<file path="config.mk">
export PLATFORM = sky130hd
export DESIGN_NAME = seq_det_ctrl
export DESIGN_NICKNAME = d
export VERILOG_FILES = /design/src/rtl/seq_det_ctrl.sv
export SDC_FILE = /design/constraint.sdc
export NUM_CORES = 1
export LEC_CHECK = 0
export CORE_MARGIN = 1.5
export CORE_UTILIZATION = 57
export CTS_CLUSTER_SIZE = 16
export DETAILED_ROUTE_END_ITERATION = 12
export GPL_TIMING_DRIVEN = 0
export PLACE_DENSITY = 0.84
export SYNTH_ARGS = -nofsm -noshare
export SYNTH_HDL_FRONTEND = slang
export SYNTH_SLANG_ARGS = --single-unit
</file>
<file path="constraint.sdc">
create_clock -name clk -period 4.2 [get_ports clk]
set_clock_uncertainty 0.15 [all_clocks]
set_input_delay 0.42 -clock clk [delete_from_list [all_inputs] [get_ports clk]]
set_output_delay 0.42 -clock clk [all_outputs]
set_load 0.1 [all_outputs]
</file>
<file path="src/rtl/seq_det_ctrl.sv">
// Frame-level controller for the serial sequence detector: accepts parallel words,
// shifts them MSB-first into a 1-4 bit pattern matcher and counts matches per frame.
module seq_det_ctrl #(
  parameter int unsigned WORD_W = 8,
  parameter int unsigned CNT_W  = 8
) (
  input  logic              clk,
  input  logic              rst_n,
  input  logic [3:0]        cfg_pattern,
  input  logic [2:0]        cfg_len,
  input  logic              cfg_overlap,
  input  logic              cfg_we,
  input  logic              s_valid,
  input  logic [WORD_W-1:0] s_data,
  input  logic              s_last,
  output logic              s_ready,
  output logic              match_pulse,
  output logic [CNT_W-1:0]  match_count,
  output logic              busy,
  output logic              done
);

  localparam int unsigned IDX_W   = (WORD_W > 1) ? $clog2(WORD_W) : 1;
  localparam int unsigned HCNT_W  = 3;
  localparam logic [3:0]  RST_PAT = 4'b1011;
  localparam logic [2:0]  RST_LEN = 3'd4;
  localparam logic [CNT_W-1:0] CNT_MAX = '1;
  localparam logic [HCNT_W-1:0] HCNT_MAX = 3'd4;

  typedef enum logic [1:0] {
    ST_IDLE  = 2'd0,
    ST_SHIFT = 2'd1,
    ST_DONE  = 2'd2
  } state_e;

  state_e state_q, state_d;

  logic [WORD_W-1:0] word_q, word_d;
  logic              last_q, last_d;
  logic [IDX_W-1:0]  idx_q, idx_d;
  logic [2:0]        h_q, h_d;
  logic [HCNT_W-1:0] hcnt_q, hcnt_d;
  logic [3:0]        pat_q, pat_d;
  logic [2:0]        len_q, len_d;
  logic              ovl_q, ovl_d;
  logic [CNT_W-1:0]  cnt_q, cnt_d;
  logic              busy_q, busy_d;
  logic              done_q, done_d;
  logic              pulse_q, pulse_d;
  logic              ready_q, ready_d;

  logic              accept;
  logic              cfg_load;
  logic              bit_last;
  logic              shift_bit;
  logic [3:0]        h_upd;
  logic [HCNT_W-1:0] hcnt_upd;
  logic [2:0]        len_eff;
  logic [3:0]        len_mask;
  logic              hit;

  assign accept    = s_valid & ready_q;
  assign cfg_load  = cfg_we & (state_q == ST_IDLE) & ~busy_q;
  assign bit_last  = (idx_q == '0);
  assign shift_bit = word_q[idx_q];

  // Matcher: history after shifting in the current bit, compared over len bits.
  assign h_upd    = {h_q, shift_bit};
  assign hcnt_upd = (hcnt_q >= HCNT_MAX) ? HCNT_MAX : hcnt_q + HCNT_W'(1);
  assign len_eff  = ((len_q == 3'd0) || (len_q > 3'd4)) ? 3'd4 : len_q;
  assign len_mask = 4'((5'd1 << len_eff) - 5'd1);
  assign hit      = (hcnt_upd >= len_eff) && ((h_upd & len_mask) == (pat_q & len_mask));

  always_ff @(posedge clk) begin
    if (!rst_n) begin
      state_q <= ST_IDLE;
    end else begin
      state_q <= state_d;
    end
  end

  always_comb begin
    state_d = state_q;
    unique case (state_q)
      ST_IDLE:  if (accept) state_d = ST_SHIFT;
      ST_SHIFT: if (bit_last) state_d = last_q ? ST_DONE : ST_IDLE;
      ST_DONE:  state_d = ST_IDLE;
      default:  state_d = ST_IDLE;
    endcase
  end

  always_comb begin
    word_d  = word_q;
    last_d  = last_q;
    idx_d   = idx_q;
    h_d     = h_q;
    hcnt_d  = hcnt_q;
    pat_d   = pat_q;
    len_d   = len_q;
    ovl_d   = ovl_q;
    cnt_d   = cnt_q;
    busy_d  = busy_q;
    pulse_d = 1'b0;
    done_d  = (state_d == ST_DONE);
    ready_d = (state_d == ST_IDLE);

    // A load on the accept edge takes effect for that word, since matching starts next cycle.
    if (cfg_load) begin
      pat_d = cfg_pattern;
      len_d = cfg_len;
      ovl_d = cfg_overlap;
    end

    unique case (state_q)
      ST_IDLE: begin
        if (accept) begin
          word_d = s_data;
          last_d = s_last;
          idx_d  = IDX_W'(WORD_W - 1);
          if (!busy_q) begin
            cnt_d  = '0;
            hcnt_d = '0;
            busy_d = 1'b1;
          end
        end
      end
      ST_SHIFT: begin
        h_d    = h_upd[2:0];
        hcnt_d = hcnt_upd;
        idx_d  = idx_q - IDX_W'(1);
        if (hit) begin
          pulse_d = 1'b1;
          if (cnt_q != CNT_MAX) cnt_d = cnt_q + CNT_W'(1);
          if (!ovl_q) hcnt_d = '0;
        end
      end
      ST_DONE: begin
        busy_d = 1'b0;
      end
      default: begin
        busy_d = 1'b0;
      end
    endcase
  end

  always_ff @(posedge clk) begin
    if (!rst_n) begin
      word_q  <= '0;
      last_q  <= 1'b0;
      idx_q   <= '0;
      h_q     <= '0;
      hcnt_q  <= '0;
      pat_q   <= RST_PAT;
      len_q   <= RST_LEN;
      ovl_q   <= 1'b1;
      cnt_q   <= '0;
      busy_q  <= 1'b0;
      done_q  <= 1'b0;
      pulse_q <= 1'b0;
      ready_q <= 1'b1;
    end else begin
      word_q  <= word_d;
      last_q  <= last_d;
      idx_q   <= idx_d;
      h_q     <= h_d;
      hcnt_q  <= hcnt_d;
      pat_q   <= pat_d;
      len_q   <= len_d;
      ovl_q   <= ovl_d;
      cnt_q   <= cnt_d;
      busy_q  <= busy_d;
      done_q  <= done_d;
      pulse_q <= pulse_d;
      ready_q <= ready_d;
    end
  end

  assign s_ready     = ready_q;
  assign match_pulse = pulse_q;
  assign match_count = cnt_q;
  assign busy        = busy_q;
  assign done        = done_q;

endmodule
</file>
# Word-level counts from Yosys, hierarchy flattened
# Cells that the tools add are included.
# word_totals
ff_bits	40
out_inout_bits	12
# op_classes
add_sub_neg	4
order_cmp	4
eq_ne	8
shift	1
n_mux	23
bitwise	7
reduce_logical	13
# ops
operator	n
2-to-1 mux 8 bit	4
2-to-1 mux 3 bit	7
case mux 8 bit (2 select lines)	1
case mux 3 bit (2 select lines)	2
adder 8 x 1 -> 8 bit, second input constant	1
bitwise AND 4 bit	2
!= test 2 bit, second input constant	4
!= test 8 bit, second input constant	1
AND reduction 2 bit	4
logical NOT 3 bit	2
2-to-1 mux 2 bit	3
AND reduction 5 bit	1
== test 4 bit	1
logical NOT 2 bit	2
less-than comparator 3 x 4 -> 1 bit, second input constant	1
case mux 2 bit (2 select lines)	1
<< shifter 1 x 3 -> 4 bit, first input constant	1
subtractor 4 x 1 -> 4 bit, second input constant	1
adder 3 x 1 -> 3 bit, second input constant	1
bitwise AND 1 bit	3
binary-select mux 1 bit (select 3 bit)	1
>= comparator 3 bit	1
>= comparator 3 bit, second input constant	1
greater-than comparator 3 bit, second input constant	1
10 further kinds	13

# Longest topological paths before layout
# logic_depth
word_depth	10
mapped_depth	10
mapped_depth_nobuf	9

# Least setup slack after synthesis
# Ideal clock, no wire load.
# synth_timing
path_type	register to register
startpoint	register cnt_q[0] (netlist: match_count[0])
endpoint	register cnt_q[6] (netlist: match_count[6])
setup_time_ns	0.116
arrival_ns	2.521
required_time_ns	3.934
path_slack_ns	1.413
stages_incl_launch_ff	8
cell_sequence	dfxtp_1 -> ha_1 -> nand2_1 -> or3_1 -> o211a_1 -> clkbuf_4 -> a32o_1 -> a31o_1
# synth_via
elab_chain_len	4
# synth_lines
element	line	text
from (decl)	46	logic [CNT_W-1:0] cnt_q, cnt_d;
from (signal assigned)	170	cnt_q <= cnt_d;
adder 8 x 1 -> 8 bit	133	if (cnt_q != CNT_MAX) cnt_d = cnt_q + CNT_W'(1);
2-to-1 mux 8 bit	133	
2-to-1 mux 8 bit	131	if (hit) begin
case mux 8 bit (2 select lines)	114	unique case (state_q)
# Parallel ways exist; a longest one is shown, timed or not. The select of a mux whose other input is x is not followed.
# A chain may end at the register's enable or synchronous reset.

# Worst setup path after layout
# layout_timing
startpoint	register len_q[0]
endpoint	register cnt_q[6] (netlist: match_count[6])
# layout_via
elab_chain_len	10
# layout_lines
element	line	text
from (decl)	44	logic [2:0] len_q, len_d;
from (signal assigned)	168	len_q <= len_d;
greater-than comparator 3 bit / logical NOT 3 bit (equally long branches)	70	assign len_eff = ((len_q == 3'd0) || (len_q > 3'd4)) ? 3'd4 : len_q;
logical OR 1 bit	70	
2-to-1 mux 3 bit *	70	
<< shifter 1 x 3 -> 4 bit	71	assign len_mask = 4'((5'd1 << len_eff) - 5'd1);
subtractor 4 x 1 -> 4 bit	71	
bitwise AND 4 bit	72	assign hit = (hcnt_upd >= len_eff) && ((h_upd & len_mask) == (pat_q & len_mask));
== test 4 bit	72	
logical AND 1 bit *	72	
!= test 2 bit (no line) *	--	
AND reduction 5 bit (no line) *	--	
# Mark *: on every way between the ends. The rest lies on a longest branch, timed or not.

==> impl_metrics.csv <==
group,metric,value,unit
clock_tree,cts_tree,"built",
layout,nets,307,
setup_path,cp_cell_sequence,"or2_2 > ha_1 > nand2b_1 > ha_1 > o21ai_0 > o21bai_1 > o211a_1 > clkbuf_4 > a32o_1 > a31o_1",
setup_path,critPathLaunchType,"flip-flop",
synthesis,yosys-top-cells-count,"nand2_1 (51), dfxtp_1 (40), a21boi_0 (17)",
placement,io_buffers,32,
drt,drtPass1Iterations,4,
global_route,track_usage,23.9,%
sta,maxSlewHeadroom,35.3,%
sta,timing.fmax,374,MHz
synthesis,yosysWarnings,0,
drt,vias_per_cell,5.67,
worst_hold_path,min_path_type,"flip-flop to flip-flop",
setup_path,critPathTopFamily,"compound AO/OA/AOI/OAI gates",
layout,final_util,73.4,%
drt,wl_per_cell,13.1,um
sta,fin_crit,2.68,ns
clock_tree,h-tree-depth,2,
job,maxCapViolCount,0,
synthesis,synth_area_leaders,"dfxtp_1 (39%), nand2_1 (9.3%), a21boi_0 (6.2%)",
drt,ant_nets,0,
global_route,overflow,0,
clock_tree,cts_sinks,40,
synthesis,synth.most_common_cell,"nand2_1",
synthesis,syn_nets,268,
setup_path,cp_common_cell,"ha_1",
layout,diodes,0,
sta,setup_slack,1.52,ns
floorplan,fp-row-count,21,
placement,placed_cells,316,
clock_tree,post-cts-setup-buffer-count,0,
floorplan,die_x,63.3,um
power,p_leak,1.01,nW
floorplan,die_y,63.3,um
global_route,grt_pass1_vias,1740,
synthesis,synth_area,2070,sq um
layout,multi_input_area,1180,sq um
drt,first_iter_violations,158,
setup_path,crit_buf_inv,1,
synthesis,avgSynthCellArea,8.70,sq um
placement,gp_congestion,0.839,
setup_path,crit_arrival,2.76,ns
synthesis,yosysTopAreaCell,"dfxtp_1",
clock_tree,cts_made_buffers,5,
floorplan,die_area,4000,sq um
sta,period_share,63.7,%
drt,drcViolationCount,0,
clock_tree,cts-resized-gates,0,
outcome,status,"finished clean",
layout,layout.cells.non_filler,324,
setup_path,critical-path-max-stage-delay,0.36,ns
drt,routed-via-count,1836,
clock_tree,clk_pin_slew,0.12,ns
sta,rsz0062_at_grt,"no",
setup_path,setup.worst_path.class,"flip-flop to flip-flop",
power,power.density,331,nW/um^2
layout,area_growth,21.1,%
power,max-vdd-ir-drop,0.270,mV
global_route,antenna_found_initial,0,
global_route,grt_pass1_wl,7800,um
synthesis,netlist.area_leader.share,38.7,%
global_route,grt_max_degree,12,
placement,dp_hpwl,3160,um
sta,worst_pin_slew,0.967,ns
setup_path,crit_slowest_cell,"dfxtp_1",
clock_tree,clockBufferDepth,2,
synthesis,synth-main-ff-cell,"dfxtp_1",
clock_tree,root_buffer,"clkbuf_4",
sta,setup_tns,0,ns
synthesis,ys_ff_latch,40,
synthesis,synth_cells,238,
floorplan,design.core.area,3420,sq um
sta,report.final.setup_viol,0,
setup_path,crit_fanout,10,
clock_tree,holdBufCountCts,0,
synthesis,synth-edff-count,0,
setup_path,worst_ep_required_time,4.29,ns
drt,drt-total-wl,4240,um
floorplan,start_util,60.6,%
sta,hold_violations,0,
synthesis,ys_types,46,
synthesis,yosysSeqAreaShare,38.7,%
setup_path,endpoint_kind,"flip-flop",
layout,drive_gt1_share,7.55,%
sta,maxSlewViolCount,0,
floorplan,ios,33,
layout,fill_cells,288,
layout,regArea,801,sq um
placement,place_ws,1.54,ns
synthesis,async_flop_share,0,%
clock_tree,insertion_delay,0.33,ns
==> logic make-up (layout without fill, tap and decap cells) <==
logic type      count (synthesis)  after routing  synth area share [%]
fa+ha+maj                       9              9                  5.44
buf+inv                        20             60                  4.17
simple gates                  110            110                  26.7
mux                             4              4                  4.35
flops                          40             40                  38.7
xor+xnor                        4              4                  1.69
compound gates                 51             51                  19.0
==> path summary, 6_finish.rpt <==
path                     startpoint                     endpoint  slack [ns]  cells past startpoint
max           len_q[0]$_SDFFE_PN0P_  match_count[6]$_SDFFE_PN0P_        1.52                     10
max reg2reg   len_q[0]$_SDFFE_PN0P_  match_count[6]$_SDFFE_PN0P_        1.52                     10
min          word_q[1]$_SDFFE_PN0P_       word_q[1]$_SDFFE_PN0P_        0.31                      2
min reg2reg  word_q[1]$_SDFFE_PN0P_       word_q[1]$_SDFFE_PN0P_        0.31                      2
==> registers in the layout, indices dropped and copies added (netlist names), 2 cells and up <==
signal,count
h_q,3
idx_q,3
len_q,3
pat_q,4
state_q,2
word_q,8
match_count,8
hcnt_q,3
==> through the flow <==
| stage | total power, mW | area, sq um | hold WS [ns] |
|---|---|---|---|
| after floorplan | 0.574 | 2070 | 0.281 |
| after global placement | 0.629 | 2450 | 0.294 |
| after detailed placement | 0.636 | 2450 | 0.302 |
| after CTS | 0.833 | 2510 | 0.317 |
| after global routing | 0.880 | 2510 | 0.349 |
| final | 0.829 | 2510 | 0.312 |
==> area by class of cell <==
cell class	count	area share [%]
inverter	8	1.20
tap	46	2.30
multi-input combinational	178	47.2
buffer	12	2.25
timing repair buffer	32	12.8
clock buffer	8	2.35
sequential	40	32.0
==> layout by cell type (no fill, tap or decap), drive strengths merged, types with 3 or more instances in the layout <==
master,netlist,routed
a21boi,17,17
a31o,3,3
a31oi,5,5
a32o,3,3
and2,4,4
and3,6,6
clkbuf,10,18
clkdlybuf4s50,0,32
dfxtp,40,40
ha,9,9
inv,8,8
nand2,51,51
nand3,11,11
nand3b,5,5
nor2,9,9
nor2b,6,6
nor3b,5,5
nor4,3,3
o21a,4,4
o21ai,3,3
o31ai,3,3
or2,3,3
xnor2,3,3
==> where the power goes <==
group	internal [mW]	total, mW	switching [mW]
Combinational	0.0852	0.201	0.116
Clock	0.0828	0.201	0.118
Sequential	0.406	0.427	0.0207
==> routing by layer <==
| layer | GRT usage, % | vias to the layer above | share of wire (%) |
|---|---|---|---|
| li1 | - | 919 | - |
| met2 | 38.8 | 55 | 46 |
| met4 | 6.25 | 0 | 0.57 |
| met1 | 32.1 | 860 | 48 |
| met5 | 0 | - | 0 |
| met3 | 5.36 | 2 | 5.1 |
==> tightest hold or removal path, cell delays in order, from the launching register on <==
cell	delay [ns]
dfxtp_1	0.32
nand2_1	0.04
a21boi_0	0.06
(Power assumes the default switching activity.)
==> edit 1: new RTL, same settings <==
Set the localparam `HCNT_W` to 6 (it was 3).
--- a/src/rtl/seq_det_ctrl.sv
+++ b/src/rtl/seq_det_ctrl.sv
@@ -21,7 +21,7 @@
 );
 
   localparam int unsigned IDX_W   = (WORD_W > 1) ? $clog2(WORD_W) : 1;
-  localparam int unsigned HCNT_W  = 3;
+  localparam int unsigned HCNT_W  = 6;
   localparam logic [3:0]  RST_PAT = 4'b1011;
   localparam logic [2:0]  RST_LEN = 3'd4;
   localparam logic [CNT_W-1:0] CNT_MAX = '1;
Check against the original RTL: same outputs for any inputs over 10 cycles, from zero or initial values and one cycle with rst_n low; that may be too few to reach the edited logic, so the function may still have changed.
==> edit 1 against the unedited design <==
  * Final cell count shrank 3.7%
  * Worst setup slack lost 0.016 ns
  * Routed wire length shrank 7.6%
  * Cell area shrank 2.2%
  * Synthesized cell count shrank 4.2%
  * Sequential cell count grew 3
  * Count of clock-buffer cells in the layout shrank 2
  * Global-route usage shrank 1.2 points
  * Die area shrank 1.7%
  * Via count shrank 6.5%
  * Highest routed layer unchanged
  * Sequential power grew 6.3%
  * Synthesized area shrank 1.8%
  * Total power shrank 3.5%
==> edit 1: results <==
metrics = {
    "layout": {
        "clk_share": 0.01685,
        "num-nonclk-inverters": 16,
        "multi_input_cells": 161,
        "numSequentialCells": 43,
        "drive_gt1_frac": 0.05639,
        "nonClockBufferCount": 40,
        "buf_share": 0.1429,
        "n_fill_cell": 279,
        "nets": 297,
        "multi_input_area_share": 0.4410,
        "clkbuf_count": 6,
    },
    "detailed_routing": {
        "wl_met3_um": 152,
        "wl_mm": 3.921,
        "routedLengthMet1_mm": 1.882,
    },
    "place": {
        "place_congestion": 0.8250,
        "hpwl_mm": 2.912,
    },
    "logic_synthesis": {
        "yosys-top-cells-area": "dfxtp_1 42%, nand2_1 8.1%, ha_1 5.5%",
        "ys_seq_area_frac": 0.4236,
        "ys_top_cells_by_count": "44 x nand2_1, 43 x dfxtp_1, 16 x inv_1, 13 x a21boi_0, 10 x nand3_1",
        "synthesis.instances": 228,
    },
    "power": {
        "power_frac_clock": 0.220,
        "ir_drop_mv": 0.2043,
        "power.internal_mw": 0.5657,
        "p_comb_mw": 0.170,
        "pg_clk_mw": 0.176,
    },
    "global_route": {
        "grt_pass1_wl_mm": 6.955,
        "grtUsageMet1": 0.2801,
        "use_met2": 0.3790,
    },
    "timing": {
        "worstMarginPinSlew_ns": 0.9669,
    },
    "critical_path": {
        "r2r_slack_ns": 1.51,
        "critical_path.max_stage_delay_ns": 0.34,
        "endpoint": "hcnt_q[1]",
    },
    "run_status": {
        "outcome": "finished, final reports clean",
    },
}
## edit 1: worst max-delay path: cells and delay by family (launching register included)
kind | cells | cell delay, ns
buf+inv | 1 | 0.06
flops | 1 | 0.34
fa+ha+maj | 2 | 0.52
simple gates | 5 | 0.98
compound gates | 3 | 0.53
## edit 1: kinds of logic (layout without fill, tap and decap cells)
kind of cell               Yosys count  count (layout)  synth area share
and+or+nand+nor                     96              96            0.2402
AOI/OAI and AO/OA                   43              43            0.1595
DFF                                 43              43            0.4236
buffers and inverters               24              62           0.04434
muxes                               10              10           0.06404
adders and majority gates            9               9           0.05542
xor gates and xnor gates             3               3           0.01293
## edit 1: metrics by stage
stage	util	instance area [µm²]	setup slack (ns)	hold slack [ns]
finish	0.7231	2451	1.509	0.3191
global route	0.7231	2451	1.331	0.3445
CTS	0.7231	2451	1.495	0.3212
detailed placement	0.7110	2410	1.523	0.2990
global placement	0.7110	2410	1.548	0.2964
floorplan	-	2032	1.676	0.2807
==> edit 2: new RTL, config.mk and constraints unchanged <==
Made on the original files. Register the inputs `cfg_pattern`, `cfg_len`, `cfg_overlap` and `cfg_we` before use, without a reset. The logic sees them one clock later. The other inputs are not delayed to match.
--- a/src/rtl/seq_det_ctrl.sv
+++ b/src/rtl/seq_det_ctrl.sv
@@ -33,6 +33,18 @@
     ST_DONE  = 2'd2
   } state_e;
 
+  logic [3:0] cfg_pattern_q;
+  logic [2:0] cfg_len_q;
+  logic cfg_overlap_q;
+  logic cfg_we_q;
+
+  always_ff @(posedge clk) begin
+    cfg_pattern_q <= cfg_pattern;
+    cfg_len_q     <= cfg_len;
+    cfg_overlap_q <= cfg_overlap;
+    cfg_we_q      <= cfg_we;
+  end
+
   state_e state_q, state_d;
 
   logic [WORD_W-1:0] word_q, word_d;
@@ -60,7 +72,7 @@
   logic              hit;
 
   assign accept    = s_valid & ready_q;
-  assign cfg_load  = cfg_we & (state_q == ST_IDLE) & ~busy_q;
+  assign cfg_load  = cfg_we_q & (state_q == ST_IDLE) & ~busy_q;
   assign bit_last  = (idx_q == '0);
   assign shift_bit = word_q[idx_q];
 
@@ -106,9 +118,9 @@
 
     // A load on the accept edge takes effect for that word, since matching starts next cycle.
     if (cfg_load) begin
-      pat_d = cfg_pattern;
-      len_d = cfg_len;
-      ovl_d = cfg_overlap;
+      pat_d = cfg_pattern_q;
+      len_d = cfg_len_q;
+      ovl_d = cfg_overlap_q;
     end
 
     unique case (state_q)
Behaviour: not the same (Yosys sat finds a counterexample within 4 cycles, from zero or initial values and one cycle with rst_n low).
==> edit 2 against the unedited design <==
  * Synthesized area rose by 1.5%
  * Routed wire length fell by 4.3%
  * Worst setup slack got worse by 0.14 ns
  * Sequential cell count rose by 9
  * Cell area rose by 2.2%
  * Die area rose by 1.4%
  * Hold slack got worse by 0.024 ns
  * Count of clock-buffer cells in the layout fell by 2
  * Total power rose by 16%
  * Sequential power rose by 20%
==> edit 2: results <==
metrics = {
    "layout": {
        "nets": 308,
        "antenna_cells": 0,
        "final_cells": 325,
        "drive_gt1_frac": 0.05735,
        "n_fill_cell": 266,
    },
    "place": {
        "place_congestion": 0.7740,
        "dp.cells": 317,
        "io_buffers": 32,
        "hpwl_mm": 2.955,
    },
    "global_route": {
        "grt_pass1_vias": 1617,
        "use_met2": 0.3684,
        "grtUsageMet1": 0.2757,
        "grt_pass1_wl_mm": 7.031,
        "grtUsageTotal": 0.2166,
        "met3_usage": 0.03929,
        "antenna_found_initial": 0,
        "grt_max_degree": 15,
    },
    "critical_path": {
        "cp_slowest_cell": "or3b_2",
        "cp.arrival_ns": 2.85,
        "worst-path-max-fanout": 7,
        "critical_path.top_delay_family": "simple AND/OR/NAND/NOR gates",
        "critical_path.max_stage_delay_ns": 0.46,
    },
    "logic_synthesis": {
        "ys_async_sr_fraction": 0,
        "ys_seq_area_frac": 0.4669,
        "yosys-top-cells-area": "dfxtp_1 47%, nand2_1 9.3%, ha_1 5.4%",
        "synthesis.instances": 239,
        "ys_types": 44,
        "yosys_warnings": 0,
        "synth_ff_type": "dfxtp_1",
        "ys_top_cells_by_count": "52 x nand2_1, 49 x dfxtp_1, 18 x a21oi_1, 12 x nand3_1, 11 x nor2_1",
        "synth.net_count": 269,
    },
    "detailed_routing": {
        "wl_met3_um": 212,
        "routedWlPerCell_um": 12.49,
        "route.met2.wl_mm": 2.003,
        "drc": 0,
        "vias": 1755,
        "top_layer": "met4",
        "routedLengthMet1_mm": 1.794,
        "drt-initial-drc-count": 108,
    },
    "clock_network": {
        "post_cts_buffers": 0,
        "clk_pin_slew_worst_paths_ns": 0.09,
        "cts_resized": 0,
        "worstSkewPairLatency_ns": 0.30,
        "cts_max_level": 2,
        "root_buffer": "clkbuf_8",
    },
    "run_status": {
        "outcome": "finished, final reports clean",
    },
    "timing": {
        "slew_headroom": 0.2522,
        "fin_ws_ns": 1.382,
    },
    "power": {
        "leakage_nw": 0.9978,
        "ir_drop_mv": 0.2144,
    },
    "min_path": {
        "hold_class": "register to register",
    },
}
[edit 2: cell types whose count changed after synthesis, sizes merged, moves of 5 or more]
| cell | before | now |
|---|---|---|
| o21ai | 3 | 8 |
| and3 | 6 | 1 |
| a21oi | 2 | 18 |
| nor3 | 1 | 9 |
| dfxtp | 40 | 49 |
| a21boi | 17 | 1 |
[edit 2: final timing paths]
kind / cells after the start / from / end
max: 9 / len_q[0] / match_count[3]
min: 2 / cfg_len_q[1] / len_q[1]
max reg2reg: 9 / len_q[0] / match_count[3]
min reg2reg: 2 / cfg_len_q[1] / len_q[1]
[edit 2: cells by family after synthesis]
family | Yosys count | share of synthesized area
fa+ha+maj | 9 | 0.05360
buf+inv | 17 | 0.03395
compound gates | 46 | 0.1334
flops | 49 | 0.4669
mux | 11 | 0.06313
xor+xnor | 4 | 0.01668
simple gates | 103 | 0.2323
[edit 2: power by group]
group / total, mW / switching (mW) / internal [mW]
Clock: 0.263 / 0.148 / 0.116
Sequential: 0.514 / 0.0197 / 0.494
Combinational: 0.185 / 0.107 / 0.0781
Total: 0.962 / 0.274 / 0.688
[edit 2: metrics by stage]
step | utilization | hold slack, ns | cell area (µm²)
3_5_place_dp | 0.7201 | 0.2790 | 2479
2_1_floorplan | - | 0.2650 | 2101
5_1_grt | 0.7441 | 0.3160 | 2561
3_3_place_gp | 0.7201 | 0.2717 | 2479
4_1_cts | 0.7441 | 0.2922 | 2561
6_report | 0.7441 | 0.2876 | 2561
[edit 2: cell type report]
| class | count | area share |
|---|---|---|
| multi-input combinational | 173 | 0.4094 |
| sequential | 49 | 0.3830 |
| timing repair buffer | 32 | 0.1251 |
| clock buffer | 6 | 0.02833 |
| tap | 46 | 0.02247 |
| inverter | 10 | 0.01466 |
| buffer | 7 | 0.01319 |
| clock inverter | 2 | 0.003908 |
